`config.mk`:
```
export PLATFORM = sky130hd
export DESIGN_NAME = writeback_stage
export DESIGN_NICKNAME = d
export VERILOG_FILES = /design/src/rtl/writeback_stage.sv
export SDC_FILE = /design/constraint.sdc
export NUM_CORES = 1
export LEC_CHECK = 0
export CORE_ASPECT_RATIO = 1.4
export CORE_UTILIZATION = 51
export DETAILED_ROUTE_END_ITERATION = 8
export GPL_TIMING_DRIVEN = 0
export PLACE_DENSITY = 0.93
export SLEW_MARGIN = 15
export SYNTH_ARGS = -nofsm -noshare
export SYNTH_HDL_FRONTEND = slang
export SYNTH_SLANG_ARGS = --single-unit
```
`constraint.sdc`:
```
create_clock -name clk -period 5.05 [get_ports clk]
set_clock_uncertainty 0.2 [all_clocks]
set_input_delay 0.7575 -clock clk [delete_from_list [all_inputs] [get_ports clk]]
set_output_delay 0.7575 -clock clk [all_outputs]
set_load 0.02 [all_outputs]
```
`src/rtl/writeback_stage.sv`:
```
// LC-3b write-back stage: MEM/WB register, regfile write-back mux, architectural
// condition codes, BR resolution and a retired-instruction counter.
module writeback_stage #(
  parameter int CNT_WIDTH = 16
) (
  input  logic                 clk,
  input  logic                 reset_n,
  input  logic                 stall_in,
  input  logic                 flush_in,
  input  logic                 mem_valid,
  input  logic                 mem_load_regfile,
  input  logic                 mem_destmux_sel,
  input  logic [2:0]           mem_dest,
  input  logic [1:0]           mem_regfilemux_sel,
  input  logic                 mem_load_cc,
  input  logic                 mem_br,
  input  logic [2:0]           mem_nzp,
  input  logic [15:0]          mem_alu,
  input  logic [15:0]          mem_mdr,
  input  logic [15:0]          mem_pc,
  input  logic                 mem_addr0,
  output logic [15:0]          regfilemux_out,
  output logic                 load_regfile,
  output logic [2:0]           destb,
  output logic                 destmux_sel,
  output logic [2:0]           cc,
  output logic                 br_taken,
  output logic                 wb_valid,
  output logic [CNT_WIDTH-1:0] retired
);

  typedef enum logic [1:0] {
    SEL_ALU  = 2'b00,
    SEL_MDR  = 2'b01,
    SEL_PC   = 2'b10,
    SEL_BYTE = 2'b11
  } rf_sel_e;

  typedef struct packed {
    logic        valid;
    logic        load_regfile;
    logic        destmux_sel;
    logic [2:0]  dest;
    rf_sel_e     regfilemux_sel;
    logic        load_cc;
    logic        br;
    logic [2:0]  nzp;
    logic [15:0] alu;
    logic [15:0] mdr;
    logic [15:0] pc;
    logic        addr0;
  } wb_reg_t;

  wb_reg_t              wb_q;
  logic [2:0]           cc_q;
  logic [CNT_WIDTH-1:0] retired_q;
  logic [15:0]          wb_data;
  logic [2:0]           nzp_gen;
  logic                 commit;

  // NOTE: sequential state uses non-blocking assignments so every register
  // samples pre-edge values regardless of process ordering.
  always_ff @(posedge clk or negedge reset_n) begin
    if (!reset_n) begin
      wb_q <= '0;
    end else if (stall_in) begin
      wb_q <= wb_q;
    end else if (flush_in) begin
      wb_q <= '0;
    end else begin
      wb_q <= '{valid:          mem_valid,
                load_regfile:   mem_load_regfile,
                destmux_sel:    mem_destmux_sel,
                dest:           mem_dest,
                regfilemux_sel: rf_sel_e'(mem_regfilemux_sel),
                load_cc:        mem_load_cc,
                br:             mem_br,
                nzp:            mem_nzp,
                alu:            mem_alu,
                mdr:            mem_mdr,
                pc:             mem_pc,
                addr0:          mem_addr0};
    end
  end

  // NOTE: every always_comb output gets a default first so no path can infer a latch.
  always_comb begin
    wb_data = wb_q.alu;
    unique case (wb_q.regfilemux_sel)
      SEL_ALU:  wb_data = wb_q.alu;
      SEL_MDR:  wb_data = wb_q.mdr;
      SEL_PC:   wb_data = wb_q.pc;
      SEL_BYTE: wb_data = {8'h00, wb_q.addr0 ? wb_q.mdr[15:8] : wb_q.mdr[7:0]};
      default:  wb_data = wb_q.alu;
    endcase
  end

  always_comb begin
    nzp_gen = 3'b001;
    if (wb_data[15])
      nzp_gen = 3'b100;
    else if (wb_data == 16'h0000)
      nzp_gen = 3'b010;
  end

  // The WB instruction commits on the first edge it sees with stall low.
  assign commit = wb_q.valid & ~stall_in;

  always_ff @(posedge clk or negedge reset_n) begin
    if (!reset_n) begin
      cc_q      <= 3'b010;
      retired_q <= '0;
    end else begin
      if (commit && wb_q.load_cc)
        cc_q <= nzp_gen;
      if (commit)
        retired_q <= retired_q + CNT_WIDTH'(1);
    end
  end

  assign regfilemux_out = wb_data;
  assign load_regfile   = commit & wb_q.load_regfile;
  assign destb          = wb_q.dest;
  assign destmux_sel    = wb_q.destmux_sel;
  assign cc             = cc_q;
  // Branch reads the committed CC; any earlier CC writer has already retired.
  assign br_taken       = wb_q.valid & wb_q.br & (|(wb_q.nzp & cc_q));
  assign wb_valid       = wb_q.valid;
  assign retired        = retired_q;

endmodule

```
==> summary.txt, run 1 <==
Flow run
  • Max_cap viols: 0

Clocking
  • Worst skew pair latency: 0.36 ns
  • Clock Root Buffer: clkbuf_8
  • Clock buffer count from CTS: 9
  • CTS tree: built
  • Cts hold-fix bufs: 0
  • Setup Fix Bufs, Post-CTS: 0
  • Post-cts resize count: 0
  • CTS clk-pin slew, worst paths: 0.07 ns
  • CTS max path bufs: 2
  • CTS H-tree lvls: 3
  • CTS sink count: 81

Setup path
  • CP endpoint kind: output pin
  • Arrival time of the worst setup path: 2.57 ns
  • Crit-path max FO: 10
  • Crit path from: wb_q[54]$_DFFE_PN0N_
  • Crit Path Class: flop to output pin
  • CP Launch Type: flop
  • RR Startpoint: wb_q[55]$_DFFE_PN0N_
  • WP data required: 4.09 ns

Drt
  • Final WL: 11000 um
  • Number of vias per cell: 5.57
  • ANT nets after route: 0
  • Via count: 3624
  • DRC: 0
  • Drt pass-1 iters: 6
  • Drt wl/cell: 16.8 um
  • Initial DRC count: 234

Yosys
  • Yosys warns: 0
  • Flops & latches, synth: 81
  • Top-area cell type share of the netlist area: 0.500
  • Syn Std Cell Area: 0.00400 mm2
  • Top FF cell, synth: dfrtp_1
  • Syn_nets: 498
  • Most common cell in the synthesized netlist: dfrtp_1
  • Yosys cell types: 44
  • Biggest area consumer among synthesized cells: dfrtp_1
  • Post-Synthesis Cells: 431
  • Ys async rst share: 1.00
  • Post-synth top cells: dfrtp_1 (80), o21ai_0 (76), nand2_1 (71)
  • EDFF count, synth: 0
  • Largest cells by area after synthesis: dfrtp_1 (50%), nand2b_1 (9.7%), o21ai_0 (9.5%)
  • Sequential cell area fraction in the yosys report: 0.507
  • Syn_area_per_cell: 9.28 um2

GRT
  • Vias in the first global route: 3712
  • Pin count of the biggest net entering global routing: 47
  • First-pass GRT wire length: 18000 um
  • Global route total overflow: 0
  • Initial antenna violation count: 0
  • GR Util All Layers: 0.292

Layout
  • Layout cell share with drive strength beyond 1: 0.0650
  • Final net count: 616
  • Layout Area Growth over Synthesis: 34.6%
  • Fill cells: 567
  • Post-route cell area: 0.00538 mm2
  • ANT cells: 0

Placement
  • DP Area: 0.00520 mm2
  • Buffers added on ports: 106
  • Final HPWL from detailed placement: 8450 um
  • Pre-CTS setup slack: 1.94 ns
  • Gpl congestion: 0.956

Worst hold path
  • Min-Delay Path Class: input pin to asynchronous set/reset pin

STA
  • Relative slew margins: 0.627
  • Setup TNS: 0 ns
  • Setup WS post-layout: 1.52 ns
  • Max-slew violation count: 0
  • Worst slew pin tran: 0.560 ns
  • FMAX: 283 MHz
  • RSZ-0062 raised after global routing: no
  • Minimum clock period: 3.53 ns
  • Endpoints failing setup: 0
  • Period utilization: 0.699
  • Endpoints failing hold: 0

Floorplan
  • FP Rows: 37
  • Die Y: 107 um
  • Starting Density: 0.537
  • I/O pin count: 108
  • Core Area: 0.00745 mm2
  • Chip width: 76.9 um
  • Die area: 0.00821 mm2

Pwr
  • Leak: 2.23 nW
  • Peak VDD IR: 0.204 mV
  • Overall Power: 1.62 mW
  • Cell Pwr Density: 300 mW/mm2

Run status
  • Status: complete, no violations
-- layout make-up --
class,count,area [um2],area share
timing repair buffer,107,1080,0.200
buffer,34,170,0.0316
clock buffer,13,169,0.0314
inverter,2,7.51,0.00139
multi-input combinational,314,1790,0.333
tap,97,121,0.0225
clock inverter,3,15.0,0.00279
sequential,81,2030,0.377
-- path summary, 6_finish.rpt --
| kind | end | slack, ns | cells past startpoint |
|---|---|---|---|
| worst max-delay path | regfilemux_out[5] | 1.52 | 6 |
| worst min-delay path | destb[0]$_DFFE_PN0N_ | 0.15 | 1 |
| worst max register to register | cc[1]$_DFFE_PN1P_ | 2.68 | 6 |
| worst min register to register | retired[15]$_DFFE_PN0P_ | 0.27 | 1 |
| max in group asynchronous | cc[1]$_DFFE_PN1P_ | 3.86 | 2 |
| min in group clk | retired[15]$_DFFE_PN0P_ | 0.27 | 1 |
-- worst max-delay path, stage by stage (launching register included) --
cell	delay, ns
dfrtp_1	0.41
buf_6	0.19
nand2b_1	0.22
clkbuf_1	0.33
o221ai_1	0.21
nor2_1	0.18
clkdlybuf4s50_1	0.67
-- registers in the layout (all words and copies together), names as in the netlist --
signal	flops
wb_q	57
retired	16
cc	3
destb	3
destmux_sel	1
wb_valid	1
-- cell families after synthesis --
group | share of synthesized area
AOI/OAI and AO/OA | 0.153
xor gates and xnor gates | 0.0328
adders and majority gates | 0.00313
buffers and inverters | 0.0444
DFF | 0.507
muxes | 0.0241
and+or+nand+nor | 0.236
-- through the flow --
stage,hold slack (ns),instances,util
2_1_floorplan,0.242,431,-
3_3_place_gp,0.262,634,0.695
3_5_place_dp,0.265,635,0.698
4_1_cts,0.146,651,0.722
5_1_grt,0.171,651,0.722
6_report,0.147,651,0.722
-- layout by cell type (no fill, tap or decap), types with 5 or more instances in the layout --
| cell | Yosys | routed |
|---|---|---|
| buf_4 | 4 | 5 |
| clkbuf_1 | 23 | 24 |
| clkbuf_8 | 0 | 12 |
| clkdlybuf4s50_1 | 0 | 105 |
| dfrtp_1 | 80 | 80 |
| mux2i_1 | 7 | 7 |
| nand2_1 | 71 | 71 |
| nand2b_1 | 62 | 62 |
| nand3_1 | 5 | 5 |
| nand4b_1 | 7 | 7 |
| nor2_1 | 21 | 21 |
| o21ai_0 | 76 | 76 |
| o221ai_1 | 6 | 6 |
| o2bb2ai_1 | 6 | 6 |
| xnor2_1 | 12 | 12 |
-- layer usage --
layer  global-route usage  share of wire  vias to the layer above
met3               0.0391          0.046                       40
met1                0.328           0.39                     1718
met4                0.190          0.045                        0
li1                     -              -                     1706
met5                    0              0                        -
met2                0.516           0.52                      160
-- power by group --
group          internal (mW)  switching, mW
sequential             0.710         0.0635
clock                  0.217          0.223
combinational          0.202          0.203
total                   1.13          0.489
Note: power is estimated with default switching activity, not from simulation.
==> inputs of run 2 (changes only) <==
CORE_UTILIZATION = 49   (was 51)
PLACE_DENSITY = 0.9   (was 0.93)
clock period = 3.6 ns   (was 5.05 ns; I/O delays follow)
==> summary.txt, run 2 (same netlist as run 1, synthesis figures left out) <==
Setup path
  • Buf/Inv on CP: 3 (unchanged)
  • Crit-path max cell delay: 0.63 ns (-0.04 ns)
  • Arrival time of the worst setup path: 2.56 ns (about the same)
  • Crit path from: wb_q[54]$_DFFE_PN0N_
  • WP data required: 2.86 ns (-1.23 ns)
  • Reg2reg setup slack: 1.03 ns (-1.65 ns)
  • Crit Path Class: flop to output pin
  • Reg2reg end: cc[1]$_DFFE_PN1P_
  • Crit-path slowest cell: clkdlybuf4s50_1
  • CP endpoint kind: output pin
  • CP Launch Type: flop
  • Crit-path max FO: 10 (unchanged)
  • CP delay by family, top: buffers and inverters
  • Crit-path cells: buf_6, nand2b_1, clkbuf_1, o221ai_1, nor2_1, clkdlybuf4s50_1
  • R2R cell count: 6 (unchanged)
  • RR Startpoint: wb_q[54]$_DFFE_PN0N_

Layout
  • Post-route cell area: 0.00543 mm2 (+0.88%)
  • Largest register FFs: 57 (unchanged)
  • Final net count: 617 (+0.16%)
  • Fin cells: 655 (+0.61%)
  • Most common cell after layout, fill and taps aside: clkdlybuf4s50_1
  • ANT cells: 0 (unchanged)
  • Fin util: 0.692 (-0.0300)
  • Layout Area Growth over Synthesis: 35.8%
  • Most frequent cells in the layout: clkdlybuf4s50_1 (105), dfrtp_1 (80), o21ai_0 (76)
  • Layout cell share with drive strength beyond 1: 0.0649 (-0.000117)
  • Biggest register: wb_q

Pwr
  • Peak VDD IR: 0.279 mV (+37%)
  • Cell Pwr Density: 434 mW/mm2 (+45%)
  • Overall Power: 2.36 mW (+46%)
  • Leak: 2.24 nW (+0.64%)

Placement
  • DP Area: 0.00521 mm2 (+0.22%)
  • Gpl congestion: 0.895 (-6.4%)
  • Placed Cells: 638 (+0.47%)
  • Buffers added on ports: 106 (unchanged)
  • Pre-CTS setup slack: 0.703 ns (-1.24 ns)
  • Final HPWL from detailed placement: 8280 um (-2.0%)

Clocking
  • CTS max path bufs: 2 (unchanged)
  • CTS H-tree lvls: 3 (unchanged)
  • CTS sink count: 81 (unchanged)
  • Clock Root Buffer: clkbuf_8
  • Clock buffer count from CTS: 9 (unchanged)
  • Worst skew pair latency: 0.35 ns (about the same)
  • CTS tree: built
  • Setup Fix Bufs, Post-CTS: 0 (unchanged)
  • Cts hold-fix bufs: 1 (+1)
  • Post-cts resize count: 0 (unchanged)
  • CTS clk-pin slew, worst paths: 0.08 ns (about the same)

Floorplan
  • Die Y: 109 um (+2.0%)
  • Die area: 0.00853 mm2 (+4.0%)
  • Starting Density: 0.510 (-0.0268)
  • FP Rows: 38 (+2.7%)
  • Core Area: 0.00785 mm2 (+5.3%)
  • Chip width: 78.4 um (+2.0%)
  • I/O pin count: 108 (unchanged)

STA
  • Worst slew pin tran: 0.617 ns (+0.0565 ns)
  • Period utilization: 0.918
  • Endpoints failing setup: 0 (unchanged)
  • Worst hold margin: 0.273 ns (+0.127 ns)
  • Minimum clock period: 3.30 ns
  • Setup WS post-layout: 0.296 ns (-1.23 ns)
  • RSZ-0062 raised after global routing: no
  • FMAX: 303 MHz
  • Endpoints failing hold: 0 (unchanged)
  • Max-slew violation count: 0 (unchanged)
  • Relative slew margins: 0.589 (-0.0377)
  • Setup TNS: 0 ns (unchanged)

Worst hold path
  • Hold Path Depth: 1
  • Min-Delay Path Class: flop to flop
  • Worst hold start: retired[15]$_DFFE_PN0P_
  • Hold Path End: retired[15]$_DFFE_PN0P_

GRT
  • Initial antenna violation count: 0 (unchanged)
  • GR Util All Layers: 0.272 (-0.0201)
  • Vias in the first global route: 3582 (-3.5%)
  • Pin count of the biggest net entering global routing: 63 (+34%)
  • First-pass GRT wire length: 17400 um (-3.3%)
  • Global route total overflow: 0 (unchanged)

Flow run
  • Max_cap viols: 0 (unchanged)

Run status
  • Status: complete, no violations

Drt
  • Via count: 3579 (-1.2%)
  • Drt wl/cell: 16.3 um (-2.9%)
  • ANT nets after route: 0 (unchanged)
  • Initial DRC count: 183 (-22%)
  • Number of vias per cell: 5.46 (-1.8%)
  • DRC: 0 (unchanged)
  • Drt pass-1 iters: 6 (unchanged)
  • Final WL: 10700 um (-2.3%)
run 2: power breakdown:
group	switching, mW	total [mW]	internal [mW]
logic	0.280	0.565	0.284
registers	0.0919	1.09	0.995
clock network	0.320	0.708	0.387
run 2: routing by layer:
metal | global-route usage | part of all wire | vias up
met3 | 0.0460 | 0.050 | 28
li1 | - | - | 1709
met1 | 0.311 | 0.39 | 1709
met5 | 0 | 0 | -
met4 | 0.147 | 0.037 | 0
met2 | 0.482 | 0.52 | 133
run 2: area by class of cell:
class	count	area, um2
buffer	34	170
clock buffer	10	128
clock inverter	6	82.6
fill	634	2410
inverter	2	7.51
multi-input combinational	314	1790
sequential	81	2030
tap	100	125
timing repair buffer	108	1100
run 2: how the worst max path moves through the flow:
stage,to,slack (ns),depth (start not counted)
floorplan,regfilemux_out[2],1.44,5
global placement,wb_q[36]$_DFFE_PN0N_,-0.89,1
detailed placement,regfilemux_out[6],0.70,6
CTS,regfilemux_out[6],0.30,6
global route,regfilemux_out[6],0.24,6
finish,regfilemux_out[6],0.30,6
==> inputs of run 3 (changes only) <==
==> constraint.sdc (replaced) <==
create_clock -name clk -period 3.6 [get_ports clk]
set_clock_uncertainty 0.2 [all_clocks]
set_input_delay 0.72 -clock clk [delete_from_list [all_inputs] [get_ports clk]]
set_output_delay 0.72 -clock clk [all_outputs]
set_load 0.02 [all_outputs]
==> summary.txt, run 3 (same netlist as run 1, synthesis figures left out) <==
Clocking
  • CTS max path bufs: 2 (unchanged)
  • Clock Root Buffer: clkbuf_8
  • Clock buffer count from CTS: 9 (unchanged)
  • CTS sink count: 81 (unchanged)
  • Setup Fix Bufs, Post-CTS: 0 (unchanged)
  • Cts hold-fix bufs: 0 (-1)
  • CTS tree: built
  • CTS H-tree lvls: 3 (unchanged)
  • Worst skew pair latency: 0.35 ns (about the same)
  • CTS clk-pin slew, worst paths: 0.08 ns (about the same)
  • Post-cts resize count: 0 (unchanged)

STA
  • RSZ-0062 raised after global routing: no
  • Setup TNS: 0 ns (unchanged)
  • Relative slew margins: 0.600 (+0.0111)
  • Endpoints failing setup: 0 (unchanged)
  • Worst slew pin tran: 0.600 ns (-0.0167 ns)
  • Endpoints failing hold: 0 (unchanged)
  • Minimum clock period: 3.49 ns (+0.182 ns)
  • Max-slew violation count: 0 (unchanged)
  • Period utilization: 0.968 (+0.0506)
  • FMAX: 287 MHz (-5.2%)

Placement
  • DP Area: 0.00521 mm2 (unchanged)
  • Final HPWL from detailed placement: 8280 um (unchanged)
  • Buffers added on ports: 106 (unchanged)
  • Gpl congestion: 0.895 (unchanged)

GRT
  • GR Util All Layers: 0.271 (-0.000361)
  • First-pass GRT wire length: 17400 um (-0.16%)
  • Initial antenna violation count: 0 (unchanged)
  • Pin count of the biggest net entering global routing: 63 (unchanged)
  • GRT busiest layer: met2
  • Global route total overflow: 0 (unchanged)
  • Met2 global-route usage: 0.481 (-0.00125)
  • Met1 GRT Util: 0.311 (unchanged)
  • Grt met3 use: 0.0460 (unchanged)
  • Vias in the first global route: 3570 (-0.34%)

Drt
  • Number of vias per cell: 5.43 (-0.71%)
  • DRC: 0 (unchanged)
  • Drt wl/cell: 16.4 um (+0.25%)
  • Final WL: 10700 um (about the same)
  • Drt pass-1 iters: 5 (-1)
  • Via count: 3548 (-0.87%)
  • ANT nets after route: 0 (unchanged)
  • Initial DRC count: 160 (-13%)

Layout
  • Largest register FFs: 57 (unchanged)
  • Most common cell after layout, fill and taps aside: clkdlybuf4s50_1
  • Layout cell share with drive strength beyond 1: 0.0650 (+0.000117)
  • Most frequent cells in the layout: clkdlybuf4s50_1 (105), dfrtp_1 (80), o21ai_0 (76)
  • Biggest register: wb_q
  • ANT cells: 0 (unchanged)
  • Final net count: 616 (-0.16%)
  • Post-route cell area: 0.00542 mm2 (-0.18%)
  • Layout Area Growth over Synthesis: 35.5%

Worst hold path
  • Min-Delay Path Class: input pin to asynchronous set/reset pin

Floorplan
  • Core Area: 0.00785 mm2 (unchanged)
  • Chip width: 78.4 um (unchanged)
  • I/O pin count: 108 (unchanged)
  • Die area: 0.00853 mm2 (unchanged)
  • Starting Density: 0.510 (unchanged)
  • Die Y: 109 um (unchanged)
  • FP Rows: 38 (unchanged)

Setup path
  • Crit Path Class: flop to output pin
  • CP endpoint kind: output pin
  • Arrival time of the worst setup path: 2.57 ns (about the same)
  • WP data required: 2.68 ns (-0.18 ns)
  • Reg2reg setup slack: 1.05 ns (+0.02 ns)
  • CP Launch Type: flop
  • Crit-path max FO: 10 (unchanged)

Pwr
  • Cell Pwr Density: 435 mW/mm2 (about the same)
  • Leak: 2.24 nW (-0.19%)
  • Peak VDD IR: 0.279 mV (about the same)

Run status
  • Status: complete, no violations

Flow run
  • Max_cap viols: 0 (unchanged)
[run 3: cell count changes in the layout (fill, tap and decap cells not counted)]
cell,change
dlygate4sd3_1,-1
[run 3: area by class of cell]
cell class,instances,area (um2)
Fill cell,635,2420
Sequential cell,81,2030
Multi-Input combinational cell,314,1790
Timing Repair Buffer,107,1090
Buffer,34,170
Clock buffer,10,128
Tap cell,100,125
Clock inverter,6,82.6
Inverter,2,7.51
[run 3: critical path: stages, from the launching register on]
cell and delay, ns:
dfrtp_1 0.44, buf_6 0.19, nand2b_1 0.20, clkbuf_1 0.34
o221ai_1 0.22, nor2_1 0.19, clkdlybuf4s50_1 0.63
[run 3: layer usage]
metal	wire [um]	part of all wire	up-vias
li1	-	-	1703
met1	4220	0.39	1692
met2	5630	0.53	128
met3	502	0.047	25
met4	365	0.034	0
met5	0	0	-
[run 3: path summary, 6_finish.rpt]
path,to,from,cells past startpoint
worst min-delay path,wb_q[52]$_DFFE_PN0N_,reset_n,1
max in group asynchronous,cc[1]$_DFFE_PN1P_,reset_n,2
worst max register to register,cc[1]$_DFFE_PN1P_,wb_q[54]$_DFFE_PN0N_,6
worst min register to register,retired[15]$_DFFE_PN0P_,retired[15]$_DFFE_PN0P_,1
min in group clk,retired[15]$_DFFE_PN0P_,retired[15]$_DFFE_PN0P_,1
worst max-delay path,regfilemux_out[6],wb_q[54]$_DFFE_PN0N_,6
[run 3: metrics by stage]
step                utilization  hold WS [ns]  worst slack (ns)  instances  total power, mW
finish                    0.691        0.0414             0.114        654             2.36
CTS                       0.691        0.0364             0.124        654             2.37
global placement          0.661         0.263             -1.07        637             1.65
detailed placement        0.664         0.264             0.523        638             1.67
global route              0.691        0.0479            0.0560        654             2.47
floorplan                     -         0.224              1.26        431             1.36
[run 3: power by group]
part	internal (mW)	switching, mW	total [mW]
sequential	0.995	0.0909	1.09
clock	0.387	0.320	0.707
combinational	0.283	0.280	0.564
total	1.67	0.691	2.36
==> edit: new RTL, config.mk and constraints of run 2 <==
Set the parameter `CNT_WIDTH` to 20 (it was 16).
--- a/src/rtl/writeback_stage.sv
+++ b/src/rtl/writeback_stage.sv
@@ -3,3 +3,3 @@
 module writeback_stage #(
-  parameter int CNT_WIDTH = 16
+  parameter int CNT_WIDTH = 20
 ) (
Ports: changed (resized retired); port bits go from 108 to 112. No check against the original RTL was run, so the function may have changed too.
==> edit against run 2 <==
- area after synthesis rose by 4.5%
- combinational power rose by 4.1%
- setup slack improved by 0.16 ns
- via count rose by 0.92%
- first-iteration DRC count rose by 36%
- final area rose by 6.4%
- final cell count rose by 1.4%
- largest power group unchanged
- sequential share of layout area fell by 0.50 points
- wire length rose by 5.9%
- sequential cell count rose by 4
- total power rose by 17%
==> edit: results (changes against run 2) <==
- Outcome: complete, no violations
- Max_slew headroom: 0.6711 (+0.08213)
- Total track usage: 0.2703 (-0.001486)
- Seq/Total Area, Yosys: 0.5090 (+0.001939)
- Vias in the first global route: 3695 (+3.2%)
- Met1 usage: 0.3045 (-0.006973)
- WHS Path Cells: 2 (+1)
- GR Util met3: 0.03292 (-0.01310)
- Multi-input gates: 311 (-0.96%)
- CP peak stage delay: 0.60 ns (-0.03 ns)
- DRT met1 WL: 4.442 mm (+5.8%)
- Setup WS pre-CTS: 0.8392 ns (+0.1363 ns)
- Metal3 WL: 369 um (-31%)
- Multi-input logic area: 1853 um^2 (+3.3%)
- Clock transition at path regs: 0.06 ns (-0.02 ns)
- Worst r2r dst: cc[0]$_DFFE_PN0P_
- Area delta synth->final: 38.15%
- FF-to-FF path depth: 7 (+1)
- Pre-Repair DR Iteration Count: 4 (-2)
- Non-clock buffering overhead: 0.2281 (-0.005055)
- PortBufs: 110 (+3.8%)
- Fraction of the mapped netlist area in adder cells: 0.002992 (-0.0001357)
- Dpl hpwl: 8.373 mm (+1.2%)
- Area after DPL: 5435 um^2 (+4.3%)
- Non-clock buffers: 145 (+2.1%)
- Leak Pwr: 0.002454 uW (+9.5%)
- Worst R2R Setup Slack: 1.16 ns (+0.13 ns)
- Met2 wire length: 6.065 mm (+8.7%)
[edit: cell count changes in the layout (fill, tap and decap cells not counted), moves of 4 or more]
| cell | run 2 | this run |
|---|---|---|
| o221ai_1 | 6 | 1 |
| inv_1 | 1 | 5 |
| dfrtp_1 | 80 | 84 |
| clkbuf_16 | 0 | 9 |
| clkdlybuf4s50_1 | 105 | 109 |
| clkbuf_8 | 9 | 0 |
| nor2_1 | 21 | 8 |
| clkbuf_1 | 24 | 19 |
| a21oi_1 | 2 | 6 |
| o21ai_0 | 76 | 61 |
[edit: worst max-delay path, delay by kind of cell, from the launching register on]
family,cells,cell delay [ns]
buf+inv,3,0.90
compound gates,3,0.77
flops,1,0.40
[edit: where the power goes]
part	switching (uW)	leakage (uW)	internal, uW
registers	83.0	0.00111	1040
clock network	421	0.000163	620
logic	293	0.00118	295
[edit: what timing repair did]
item | in CTS | in global routing
buffers inserted | 0 | 0
hold buffers | 1 | 0
hold endpoints to repair | 27 | 0
